[config.mk]
export PLATFORM = sky130hd
export DESIGN_NAME = mem_arbiter_flat
export DESIGN_NICKNAME = d
export VERILOG_FILES = /design/src/rtl/mem_arbiter_if.sv /design/src/rtl/mem_arbiter.sv /design/src/flat_wrapper.sv
export SDC_FILE = /design/constraint.sdc
export NUM_CORES = 1
export LEC_CHECK = 0
export BUFFER_PORTS_ARGS = -buffer_cell sky130_fd_sc_hd__buf_2
export CAP_MARGIN = 30
export CORE_AREA = 2 2 544 546
export CTS_CLUSTER_SIZE = 14
export DETAILED_ROUTE_END_ITERATION = 7
export DIE_AREA = 0 0 546 548
export GPL_TIMING_DRIVEN = 0
export SETUP_SLACK_MARGIN = 0.02
export SYNTH_ARGS = -nofsm -noshare
export SYNTH_HDL_FRONTEND = slang
export SYNTH_SLANG_ARGS = --single-unit
[constraint.sdc]
create_clock -name clk -period 4.2 [get_ports clk]
set_input_delay 0.84 -clock clk [delete_from_list [all_inputs] [get_ports clk]]
set_output_delay 0.84 -clock clk [all_outputs]
set_load 0.05 [all_outputs]
[src/rtl/mem_arbiter_if.sv]
// Bundle of the instruction-cache, data-cache and physical-memory signals around mem_arbiter.
// The slave modport is the arbiter's view; master is the surrounding caches and memory.
interface mem_arbiter_if #(
  parameter int LINE_W = 256,
  parameter int ADDR_W = 32
);
  logic              i_mem_read;
  logic [ADDR_W-1:0] i_mem_address;
  logic [LINE_W-1:0] i_mem_rdata;
  logic              i_mem_resp;

  logic              d_mem_read;
  logic              d_mem_write;
  logic [ADDR_W-1:0] d_mem_address;
  logic [LINE_W-1:0] d_mem_wdata;
  logic [LINE_W-1:0] d_mem_rdata;
  logic              d_mem_resp;

  logic              pmem_read;
  logic              pmem_write;
  logic [ADDR_W-1:0] pmem_address;
  logic [LINE_W-1:0] pmem_wdata;
  logic [LINE_W-1:0] pmem_rdata;
  logic              pmem_resp;

  modport slave (
    input  i_mem_read, i_mem_address,
    output i_mem_rdata, i_mem_resp,
    input  d_mem_read, d_mem_write, d_mem_address, d_mem_wdata,
    output d_mem_rdata, d_mem_resp,
    output pmem_read, pmem_write, pmem_address, pmem_wdata,
    input  pmem_rdata, pmem_resp
  );

  modport master (
    output i_mem_read, i_mem_address,
    input  i_mem_rdata, i_mem_resp,
    output d_mem_read, d_mem_write, d_mem_address, d_mem_wdata,
    input  d_mem_rdata, d_mem_resp,
    input  pmem_read, pmem_write, pmem_address, pmem_wdata,
    output pmem_rdata, pmem_resp
  );
endinterface

[src/rtl/mem_arbiter.sv]
// Arbitrates I-cache fills and D-cache fills/writebacks onto one physical memory port.
// Define ARB_ROUND_ROBIN_EN to alternate tie winners; otherwise the data side wins every tie.
module mem_arbiter #(
  parameter int LINE_W = 256,
  parameter int ADDR_W = 32
) (
  input logic          clk,
  input logic          rst,
  mem_arbiter_if.slave bus
);

  localparam logic [1:0] IDLE    = 2'd0;
  localparam logic [1:0] SERVE_I = 2'd1;
  localparam logic [1:0] SERVE_D = 2'd2;
  localparam logic [1:0] RECOVER = 2'd3;

  logic [1:0]        state_q, state_d;
  logic              pmem_read_q, pmem_read_d;
  logic              pmem_write_q, pmem_write_d;
  logic [ADDR_W-1:0] addr_q, addr_d;
  logic [LINE_W-1:0] wdata_q, wdata_d;
  logic              i_req;
  logic              d_req;
  logic              pick_data;
`ifdef ARB_ROUND_ROBIN_EN
  // High when the most recent grant went to the data side.
  logic              last_data_q, last_data_d;
`endif

  assign i_req = bus.i_mem_read;
  assign d_req = bus.d_mem_read | bus.d_mem_write;

`ifdef ARB_ROUND_ROBIN_EN
  assign pick_data = d_req & (~i_req | ~last_data_q);
`else
  assign pick_data = d_req;
`endif

  always_comb begin
    state_d      = state_q;
    pmem_read_d  = pmem_read_q;
    pmem_write_d = pmem_write_q;
    addr_d       = addr_q;
    wdata_d      = wdata_q;
`ifdef ARB_ROUND_ROBIN_EN
    last_data_d  = last_data_q;
`endif
    case (state_q)
      IDLE: begin
        if (pick_data) begin
          state_d      = SERVE_D;
          pmem_read_d  = ~bus.d_mem_write;
          pmem_write_d = bus.d_mem_write;
          addr_d       = bus.d_mem_address;
          wdata_d      = bus.d_mem_wdata;
`ifdef ARB_ROUND_ROBIN_EN
          last_data_d  = 1'b1;
`endif
        end else if (i_req) begin
          state_d      = SERVE_I;
          pmem_read_d  = 1'b1;
          pmem_write_d = 1'b0;
          addr_d       = bus.i_mem_address;
          wdata_d      = '0;
`ifdef ARB_ROUND_ROBIN_EN
          last_data_d  = 1'b0;
`endif
        end
      end
      SERVE_I, SERVE_D: begin
        // The command is held until memory completes, regardless of the requester.
        if (bus.pmem_resp) begin
          state_d      = RECOVER;
          pmem_read_d  = 1'b0;
          pmem_write_d = 1'b0;
          addr_d       = '0;
          wdata_d      = '0;
        end
      end
      RECOVER: state_d = IDLE;
      default: state_d = IDLE;
    endcase
  end

  always_ff @(posedge clk) begin
    if (rst) begin
      state_q      <= IDLE;
      pmem_read_q  <= 1'b0;
      pmem_write_q <= 1'b0;
      addr_q       <= '0;
      wdata_q      <= '0;
`ifdef ARB_ROUND_ROBIN_EN
      last_data_q  <= 1'b0;
`endif
    end else begin
      state_q      <= state_d;
      pmem_read_q  <= pmem_read_d;
      pmem_write_q <= pmem_write_d;
      addr_q       <= addr_d;
      wdata_q      <= wdata_d;
`ifdef ARB_ROUND_ROBIN_EN
      last_data_q  <= last_data_d;
`endif
    end
  end

  assign bus.pmem_read    = pmem_read_q;
  assign bus.pmem_write   = pmem_write_q;
  assign bus.pmem_address = addr_q;
  assign bus.pmem_wdata   = wdata_q;

  // Completion is forwarded in the same cycle, only to the side that owns the transaction.
  assign bus.i_mem_resp  = (state_q == SERVE_I) & bus.pmem_resp;
  assign bus.d_mem_resp  = (state_q == SERVE_D) & bus.pmem_resp;
  assign bus.i_mem_rdata = bus.i_mem_resp ? bus.pmem_rdata : '0;
  assign bus.d_mem_rdata = bus.d_mem_resp ? bus.pmem_rdata : '0;

endmodule
[src/flat_wrapper.sv]
// flat-port wrapper written by rule: the top's interface ports become plain ports
module mem_arbiter_flat 
#(
  parameter int LINE_W = 256,
  parameter int ADDR_W = 32
)
  (clk, rst, bus_i_mem_read, bus_i_mem_address, bus_i_mem_rdata, bus_i_mem_resp, bus_d_mem_read, bus_d_mem_write, bus_d_mem_address, bus_d_mem_wdata, bus_d_mem_rdata, bus_d_mem_resp, bus_pmem_read, bus_pmem_write, bus_pmem_address, bus_pmem_wdata, bus_pmem_rdata, bus_pmem_resp);
  mem_arbiter_if #(.LINE_W(LINE_W), .ADDR_W(ADDR_W)) bus_i ();
  input logic clk;
  input logic rst;
  input wire logic [$bits(bus_i.i_mem_read)-1:0] bus_i_mem_read;
  input wire logic [$bits(bus_i.i_mem_address)-1:0] bus_i_mem_address;
  output wire logic [$bits(bus_i.i_mem_rdata)-1:0] bus_i_mem_rdata;
  output wire logic [$bits(bus_i.i_mem_resp)-1:0] bus_i_mem_resp;
  input wire logic [$bits(bus_i.d_mem_read)-1:0] bus_d_mem_read;
  input wire logic [$bits(bus_i.d_mem_write)-1:0] bus_d_mem_write;
  input wire logic [$bits(bus_i.d_mem_address)-1:0] bus_d_mem_address;
  input wire logic [$bits(bus_i.d_mem_wdata)-1:0] bus_d_mem_wdata;
  output wire logic [$bits(bus_i.d_mem_rdata)-1:0] bus_d_mem_rdata;
  output wire logic [$bits(bus_i.d_mem_resp)-1:0] bus_d_mem_resp;
  output wire logic [$bits(bus_i.pmem_read)-1:0] bus_pmem_read;
  output wire logic [$bits(bus_i.pmem_write)-1:0] bus_pmem_write;
  output wire logic [$bits(bus_i.pmem_address)-1:0] bus_pmem_address;
  output wire logic [$bits(bus_i.pmem_wdata)-1:0] bus_pmem_wdata;
  input wire logic [$bits(bus_i.pmem_rdata)-1:0] bus_pmem_rdata;
  input wire logic [$bits(bus_i.pmem_resp)-1:0] bus_pmem_resp;
  assign bus_i.i_mem_read = bus_i_mem_read;
  assign bus_i.i_mem_address = bus_i_mem_address;
  assign bus_i_mem_rdata = bus_i.i_mem_rdata;
  assign bus_i_mem_resp = bus_i.i_mem_resp;
  assign bus_i.d_mem_read = bus_d_mem_read;
  assign bus_i.d_mem_write = bus_d_mem_write;
  assign bus_i.d_mem_address = bus_d_mem_address;
  assign bus_i.d_mem_wdata = bus_d_mem_wdata;
  assign bus_d_mem_rdata = bus_i.d_mem_rdata;
  assign bus_d_mem_resp = bus_i.d_mem_resp;
  assign bus_pmem_read = bus_i.pmem_read;
  assign bus_pmem_write = bus_i.pmem_write;
  assign bus_pmem_address = bus_i.pmem_address;
  assign bus_pmem_wdata = bus_i.pmem_wdata;
  assign bus_i.pmem_rdata = bus_pmem_rdata;
  assign bus_i.pmem_resp = bus_pmem_resp;
  mem_arbiter #(.LINE_W(LINE_W), .ADDR_W(ADDR_W)) u_core (.clk(clk), .rst(rst), .bus(bus_i));
endmodule
# [Yosys cells after proc, flatten, opt, wreduce, memory -nomap -nowiden]
# Cells that the tools add are included.
[totals] output_inout_bits=804 reg_bits=292 wordCells=40 inputBits=582
[op_classes] reduce_logical=5 n_bitwise=4 mux=21 n_eq_ne=5
[ops] operator="256-bit 2-to-1 mux" n=5
[ops] operator="256-bit one-hot mux with 2 select lines" n=1
[ops] operator="32-bit 2-to-1 mux" n=3
[ops] operator="32-bit one-hot mux with 2 select lines" n=1
[ops] operator="2-bit 2-to-1 mux" n=3
[ops] operator="2-bit one-hot mux with 3 select lines" n=1
[ops] operator="1-bit 2-to-1 mux" n=5
[ops] operator="2-bit equality test, second input constant" n=2
[ops] operator="1-bit one-hot mux with 2 select lines" n=2
[ops] operator="3-bit by 2-bit inequality test with 1-bit output, second input constant" n=1
[ops] operator="3-bit AND reduction" n=1
[ops] operator="1-bit bitwise AND" n=2
[ops] operator="2-bit by 1-bit equality test with 1-bit output, second input constant" n=1
[ops] operator="2-bit logical NOT" n=1
[ops] operator="2-bit inequality test, second input constant" n=1
[ops] operator="2-bit AND reduction" n=1
[ops] operator="2-bit nonzero test" n=1
[ops] operator="2-bit OR reduction" n=1
[ops] operator="1-bit NOT" n=1
[ops] operator="1-bit bitwise OR" n=1

# [Logic depth before layout (Yosys ltp)]
# Gate-level depths: netlist (run 1).
[logic_depth] ltp_word=4 ltp_mapped=8 ltp_nobuf=5

# [Worst setup path before layout (run 1)]
# No wires, ideal clock.
[synth_path] path_type="input port to output port" from="input bus_pmem_resp" to="output bus_d_mem_rdata[100]" stages=4 path_slack_ns=1.309 required_time_ns=3.360 arrival_ns=2.051 cell_sequence="clkbuf_1 > clkbuf_1 > clkbuf_1 > and3_1"
[synth_via] elab_chain_cells=2
[synth_lines] element="start, declared" line="flat_wrapper.sv:26" text="input wire logic [$bits(bus_i.pmem_resp)-1:0] bus_pmem_resp;"
[synth_lines] element="1-bit bitwise AND" line="mem_arbiter.sv:114" text="assign bus.d_mem_resp = (state_q == SERVE_D) & bus.pmem_resp;"
[synth_lines] element="256-bit 2-to-1 mux" line="mem_arbiter.sv:116" text="assign bus.d_mem_rdata = bus.d_mem_resp ? bus.pmem_rdata : '0;"
[synth_lines] element="end, declared" line="flat_wrapper.sv:19" text="output wire logic [$bits(bus_i.d_mem_rdata)-1:0] bus_d_mem_rdata;"
# Every way passes these cells.

# [Final worst setup path (run 1)]
[layout_path] from="register u_core.state_q[0]" to="output bus_d_mem_rdata[208]"
[layout_via] elab_chain_cells=3
[layout_lines] element="start, declared" line="mem_arbiter.sv:17" text="logic [1:0] state_q, state_d;"
[layout_lines] element="start signal, assigned" line="mem_arbiter.sv:96" text="state_q <= state_d;"
[layout_lines] element="2-bit equality test" line="mem_arbiter.sv:114"
[layout_lines] element="1-bit bitwise AND" line="mem_arbiter.sv:114"
[layout_lines] element="256-bit 2-to-1 mux" line="mem_arbiter.sv:116"
# Every way passes these cells.

==> results.yml, run 1 <==
routing:
  vias: 23200
  wl_met2_microns: 110000
  avgRoutedWirePerCell_microns: 36.6
  drt_iter0_drc: 2792
  dr.pass1.iters: 6
  viasPerCell: 3.16
  met3WireLength_microns: 48300
  route.detailed.drc: 0
  drt.antenna.violating_nets: 0
  wl_microns: 270000
  wl_met1_microns: 104000
  highest_layer: "met5"
timing:
  layout_min_cycle_time_ns: 4.08
  setup_viol_count_final: 0
  finalCritPeriodShare: 0.972
  max_clock_freq_mhz: 245
  rsz0062_at_grt: "no"
  finalClockSkew_ns: 0.0228
  tightest_slew_ns: 0.964
  slew_viol_final: 0
  slew_headroom: 0.339
  layout_setup_ws_ns: 0.119
  timing.hold.ws_ns: 0.456
  hold_violations: 0
critical_path:
  critical_path.top_delay_family: "buffers and inverters"
  cp_slowest_stage_delay_ns: 0.65
  cp.required_ns: 3.36
  cp-start-kind: "flip-flop"
  crit_buf_inv: 4
  end_kind: "primary output"
  critical-path-slowest-cell: "clkbuf_1"
  cp_cell_sequence: "inv_1, ha_4, clkbuf_1, clkbuf_2, and3_1, buf_2"
  critPathKind: "flip-flop to primary output"
  cp_max_fo: 10
  arrival_ns: 3.24
placed_design:
  place_area_sq_um: 28400
  port_buffers: 1385
  pre_cts_slack_ns: -0.906
  dp_hpwl_microns: 252000
  placedCellCount: 7220
  place.gp.congestion: 1.01
pwr:
  clock_power_share: 0.144
  p_int_w: 0.00866
  switching_share: 0.616
  ir_drop_uv: 422
  power_density_nw_per_um2: 754
  pwr-share-comb: 0.672
  pwr-share-seq: 0.184
  p_leak_nw: 16.0
  switching_power_w: 0.0139
final_layout:
  final_area_sq_um: 29900
  multi_input_area_sq_um: 9550
  nNetsFinal: 3924
  final_common_cell: "buf_2"
  final_cell_mix: "1395 x buf_2, 512 x and3_1, 292 x dfxtp_1, 289 x mux2i_1"
  area_delta_synth_final_pct: 81.8
  drive_gt1_frac: 0.453
  fin_cells: 7366
  fillerInstances: 34400
  seqCellArea_sq_um: 5850
die:
  ios: 1386
  core-area_sq_um: 293000
  die_x_microns: 546
  die_h_microns: 548
  die-area_sq_um: 299000
  num_rows: 199
  initial_core_util: 0.0561
synth:
  synth_edf_count: 0
  synth_nets: 2493
  synth_seq_area_share: 0.356
  syn_inst: 1906
  syn-cell-area_sq_um: 16400
  synth-seq-cells: 292
  yosysWarnings: 0
  yosysUniqueCellTypes: 28
  synthArstFlopShare: 0
  synth_ff_type: "dfxtp_1"
  syn_avg_cell_area_sq_um: 8.62
run_status:
  status: "completed"
clock_network:
  clkTransAtPathRegs_ns: 0.06
  clkLatencyLatePin_ns: 0.62
  cts_buffers: 36
  clk_path_buf_depth: 3
  cts_sinks: 292
  cts_tree: "built"
  cts_max_level: 2
  root_buffer: "clkbuf_16"
  cts_hold_buf: 0
  cts_setup_buffers: 0
global_routing:
  grt_usage: 0.172
  grt_max_degree: 18
  grt_pass1_vias: 21300
  antenna_found_initial: 239
  grt_pass1_wl_microns: 317000
  grt-ovfl-total: 0
flow_run:
  max_cap_viol_count: 0
min_path:
  hp-class: "flip-flop to flip-flop"
==> repair_timing <==
| item | CTS | global route |
|---|---|---|
| pin swaps | 0 | 0 |
| resized for setup | 16 | 11 |
| endpoints found under the setup margin | 348 | 12 |
==> cell type report <==
type                       instances  share of cell area
tap                             3919               0.164
timing repair buffer            1395               0.238
sequential                       292               0.196
inverter                           3            0.000377
clock inverter                    17             0.00716
buffer                           235              0.0354
multi-input combinational       1374               0.319
clock buffer                      43              0.0320
antenna                           88             0.00737
==> synth_stat cells, drive strengths merged (2+ instances only) <==
master	n	area (sq um)
and2	2	12.5
dfxtp	292	5850
nand3	257	1290
clkbuf	185	694
nor2	3	11.3
o2bb2ai	32	293
nand2b	257	1610
inv	3	11.3
nor2b	2	12.5
mux2i	289	2890
ha	5	62.6
buf	52	358
and3	512	3200
nor3	2	10.0
a21oi	3	15.0
==> metal layers <==
metal  global-route usage  vias to the layer above
met5                    0                        -
met4               0.0378                       48
met3                0.130                      351
met2                0.252                     1964
met1                0.198                    11200
li1                     -                     9716
==> logic make-up (layout without fill, tap and decap cells) <==
logic type               count (synthesis)  after routing  share of synthesized area
buffers and inverters                  240           1693                     0.0647
flip-flops                             292            292                      0.356
AO/OA/AOI/OAI                           40             40                     0.0220
AND/OR/NAND/NOR                       1039           1039                      0.377
adder cells (fa/ha/maj)                  5              5                    0.00381
other                                    0             88                          0
multiplexers                           290            290                      0.177
==> metrics by stage <==
stage / utilization / total power, W / setup TNS (ns)
global route: 0.101 / 0.0235 / 0
finish: 0.102 / 0.0225 / 0
CTS: 0.101 / 0.0229 / 0
global placement: 0.0965 / 0.0194 / -93.48
floorplan: - / 0.0130 / 0
detailed placement: 0.0970 / 0.0195 / -62.68
==> flip-flops by register name, indices dropped and copies added (netlist names) <==
name / cells
u_core.bus.pmem_address: 32
u_core.state_q: 2
u_core.bus.pmem_write: 1
u_core.bus.pmem_wdata: 256
u_core.bus.pmem_read: 1
==> final timing paths <==
kind | startpoint | end | slack [ns] | depth (start not counted)
setup / recovery | u_core.state_q[0]$_SDFFE_PP0P_ | bus_d_mem_rdata[208] | 0.12 | 6
hold / removal | u_core.bus.pmem_address[14]$_SDFFE_PP0P_ | u_core.bus.pmem_address[14]$_SDFFE_PP0P_ | 0.46 | 1
setup reg to reg | u_core.state_q[0]$_SDFFE_PP0P_ | u_core.bus.pmem_wdata[8]$_SDFFE_PP0P_ | 1.05 | 9
hold reg to reg | u_core.bus.pmem_address[14]$_SDFFE_PP0P_ | u_core.bus.pmem_address[14]$_SDFFE_PP0P_ | 0.46 | 1
==> power by group through the flow <==
stage / registers (W) / logic [W] / clock network [W]
after global routing: 0.00424 / 0.0159 / 0.00343
after detailed placement: 0.00418 / 0.0153 / 0
after floorplan: 0.00708 / 0.00587 / 0
after global placement: 0.00414 / 0.0153 / 0
after CTS: 0.00414 / 0.0154 / 0.00335
final: 0.00414 / 0.0151 / 0.00325
Note: power is estimated with default switching activity, not from simulation.
==> run 2: changes to the inputs <==
BUFFER_PORTS_ARGS = not set   (was -buffer_cell sky130_fd_sc_hd__buf_2)
CORE_AREA = 2 2 534 536   (was 2 2 544 546)
DIE_AREA = 0 0 536 538   (was 0 0 546 548)
DONT_BUFFER_PORTS = 1   (was not set)
PLACE_DENSITY = 0.3   (was not set)
==> run 2 against run 1 <==
Compared with the run above: the run now ends with negative setup slack left; sequential share of layout area is 4.8 points higher; core utilization is 1.7 points lower; first-iteration DRC count is 37% lower; design area is 20% lower; register-to-register slack worse by 0.41 ns; count of clock-buffer cells in the layout is 7 higher; critical path depth is 2 lower; non-clock buffer count is 1343 lower; worst hold slack worse by 0.076 ns; clock power is 9.2% higher; sequential cell count stayed put; fmax is 4.2% lower; largest power group unchanged.
==> results.yml, run 2 (synthesis results as in run 1) <==
clock_network:
  cts_buffers: 38
  cts_tree: "built"
  clkTransAtPathRegs_ns: 0.07
  cts_setup_buffers: 0
  cts_max_level: 2
  cts_resized: 28
  cts_sinks: 292
  cts_hold_buf: 0
  clk_path_buf_depth: 3
  root_buffer: "clkbuf_16"
  clkLatencyLatePin_ns: 0.61
routing:
  route.detailed.drc: 0
  dr.pass1.iters: 8
  avgRoutedWirePerCell_microns: 39.8
  met3WireLength_microns: 39400
  viasPerCell: 3.08
  drt_iter0_drc: 1769
  drt.antenna.violating_nets: 0
  wl_met2_microns: 105000
  highest_layer: "met5"
  vias: 18500
  wl_met1_microns: 86400
  wl_microns: 239000
global_routing:
  grt_pass1_wl_microns: 274000
  grt_usage: 0.157
  grt-ovfl-total: 0
  antenna_found_initial: 282
  grt_max_degree: 13
  grt_pass1_vias: 16300
critical_path:
  cp_max_fo: 11
  arrival_ns: 3.42
  end_kind: "primary output"
  critPathKind: "input pin to primary output"
  cp-start-kind: "input pin"
  cp.required_ns: 3.36
placed_design:
  place.gp.congestion: 1.12
  port_buffers: 0
  dp_hpwl_microns: 219000
  placedCellCount: 5714
  pre_cts_slack_ns: -0.477
flow_run:
  max_cap_viol_count: 0
timing:
  layout_min_cycle_time_ns: 4.26
  slew_headroom: 0.304
  finalCritPeriodShare: 1.01
  max_clock_freq_mhz: 235
  rsz0062_at_grt: "no"
  finalClockSkew_ns: 0.0155
  setup_viol_count_final: 3
  slew_viol_final: 0
  layout_setup_ws_ns: -0.0592
  hold_violations: 0
  tightest_slew_ns: 1.04
final_layout:
  drive_gt1_frac: 0.104
  final_cell_mix: "480 x and3_1, 291 x dfxtp_1, 289 x mux2i_1, 257 x nand2b_1, 257 x nand3_1"
  fin_cells: 5997
  area_delta_synth_final_pct: 46.0
  nNetsFinal: 2583
  largest_reg_flops: 256
  utilization: 0.0847
  final_common_cell: "and3_1"
die:
  num_rows: 196
  ios: 1386
  die-area_sq_um: 288000
  die_h_microns: 538
  core-area_sq_um: 283000
  initial_core_util: 0.0580
  die_x_microns: 536
run_status:
  status: "complete, but fails checks"
  violations: "negative setup slack"
min_path:
  hp-class: "input pin to flip-flop"
pwr:
  power_w: 0.0205
  p_leak_nw: 9.79
  ir_drop_uv: 299
  power_density_nw_per_um2: 856
## run 2: final cells by class
type | count | area [sq um]
multi-input combinational | 1374 | 9570
clock buffer | 50 | 1080
tap | 3762 | 4710
inverter | 3 | 11.3
buffer | 236 | 1060
clock inverter | 17 | 220
antenna | 212 | 531
sequential | 292 | 5850
fill | 33000 | 259000
timing repair buffer | 51 | 971
## run 2: layer usage
| metal | GRT usage | vias up |
|---|---|---|
| met5 | 0.0125 | - |
| met4 | 0.0331 | 38 |
| met3 | 0.113 | 471 |
| met2 | 0.250 | 1887 |
| met1 | 0.167 | 8907 |
| li1 | - | 7192 |
## run 2: where the power goes
| group | internal (W) | total, W | switching, W | leakage (nW) |
|---|---|---|---|---|
| logic | 0.00241 | 0.00888 | 0.00647 | 6.77 |
| clock network | 0.00206 | 0.00355 | 0.00149 | 0.625 |
| registers | 0.00364 | 0.00811 | 0.00447 | 2.39 |
## run 2: critical path, cell delays in order
cell	delay, ns
clkbuf_1	0.46
clkbuf_1	0.59
clkbuf_1	0.73
and3_1	0.76
## run 2: final timing paths
path                                                     start                                      end  slack, ns  cells after the start
worst min-delay path                      bus_d_mem_wdata[169]  u_core.bus.pmem_wdata[169]$_SDFFE_PP0P_       0.38                      2
worst max-delay path                             bus_pmem_resp                     bus_d_mem_rdata[225]      -0.06                      4
worst max register to register  u_core.state_q[0]$_SDFFE_PP0P_  u_core.bus.pmem_wdata[144]$_SDFFE_PP0P_       0.64                      7
worst min register to register  u_core.state_q[1]$_SDFFE_PP0P_           u_core.state_q[1]$_SDFFE_PP0P_       0.52                      2
## run 2: stage by stage
stage	instance area (sq um)	setup TNS (ns)	hold slack [ns]
2_1_floorplan	16400	0	0.483
4_1_cts	23400	0	0.294
3_5_place_dp	22100	-8.25	0.506
5_1_grt	23800	0	0.321
6_report	24000	-0.144	0.380
3_3_place_gp	21100	-128.15	0.512
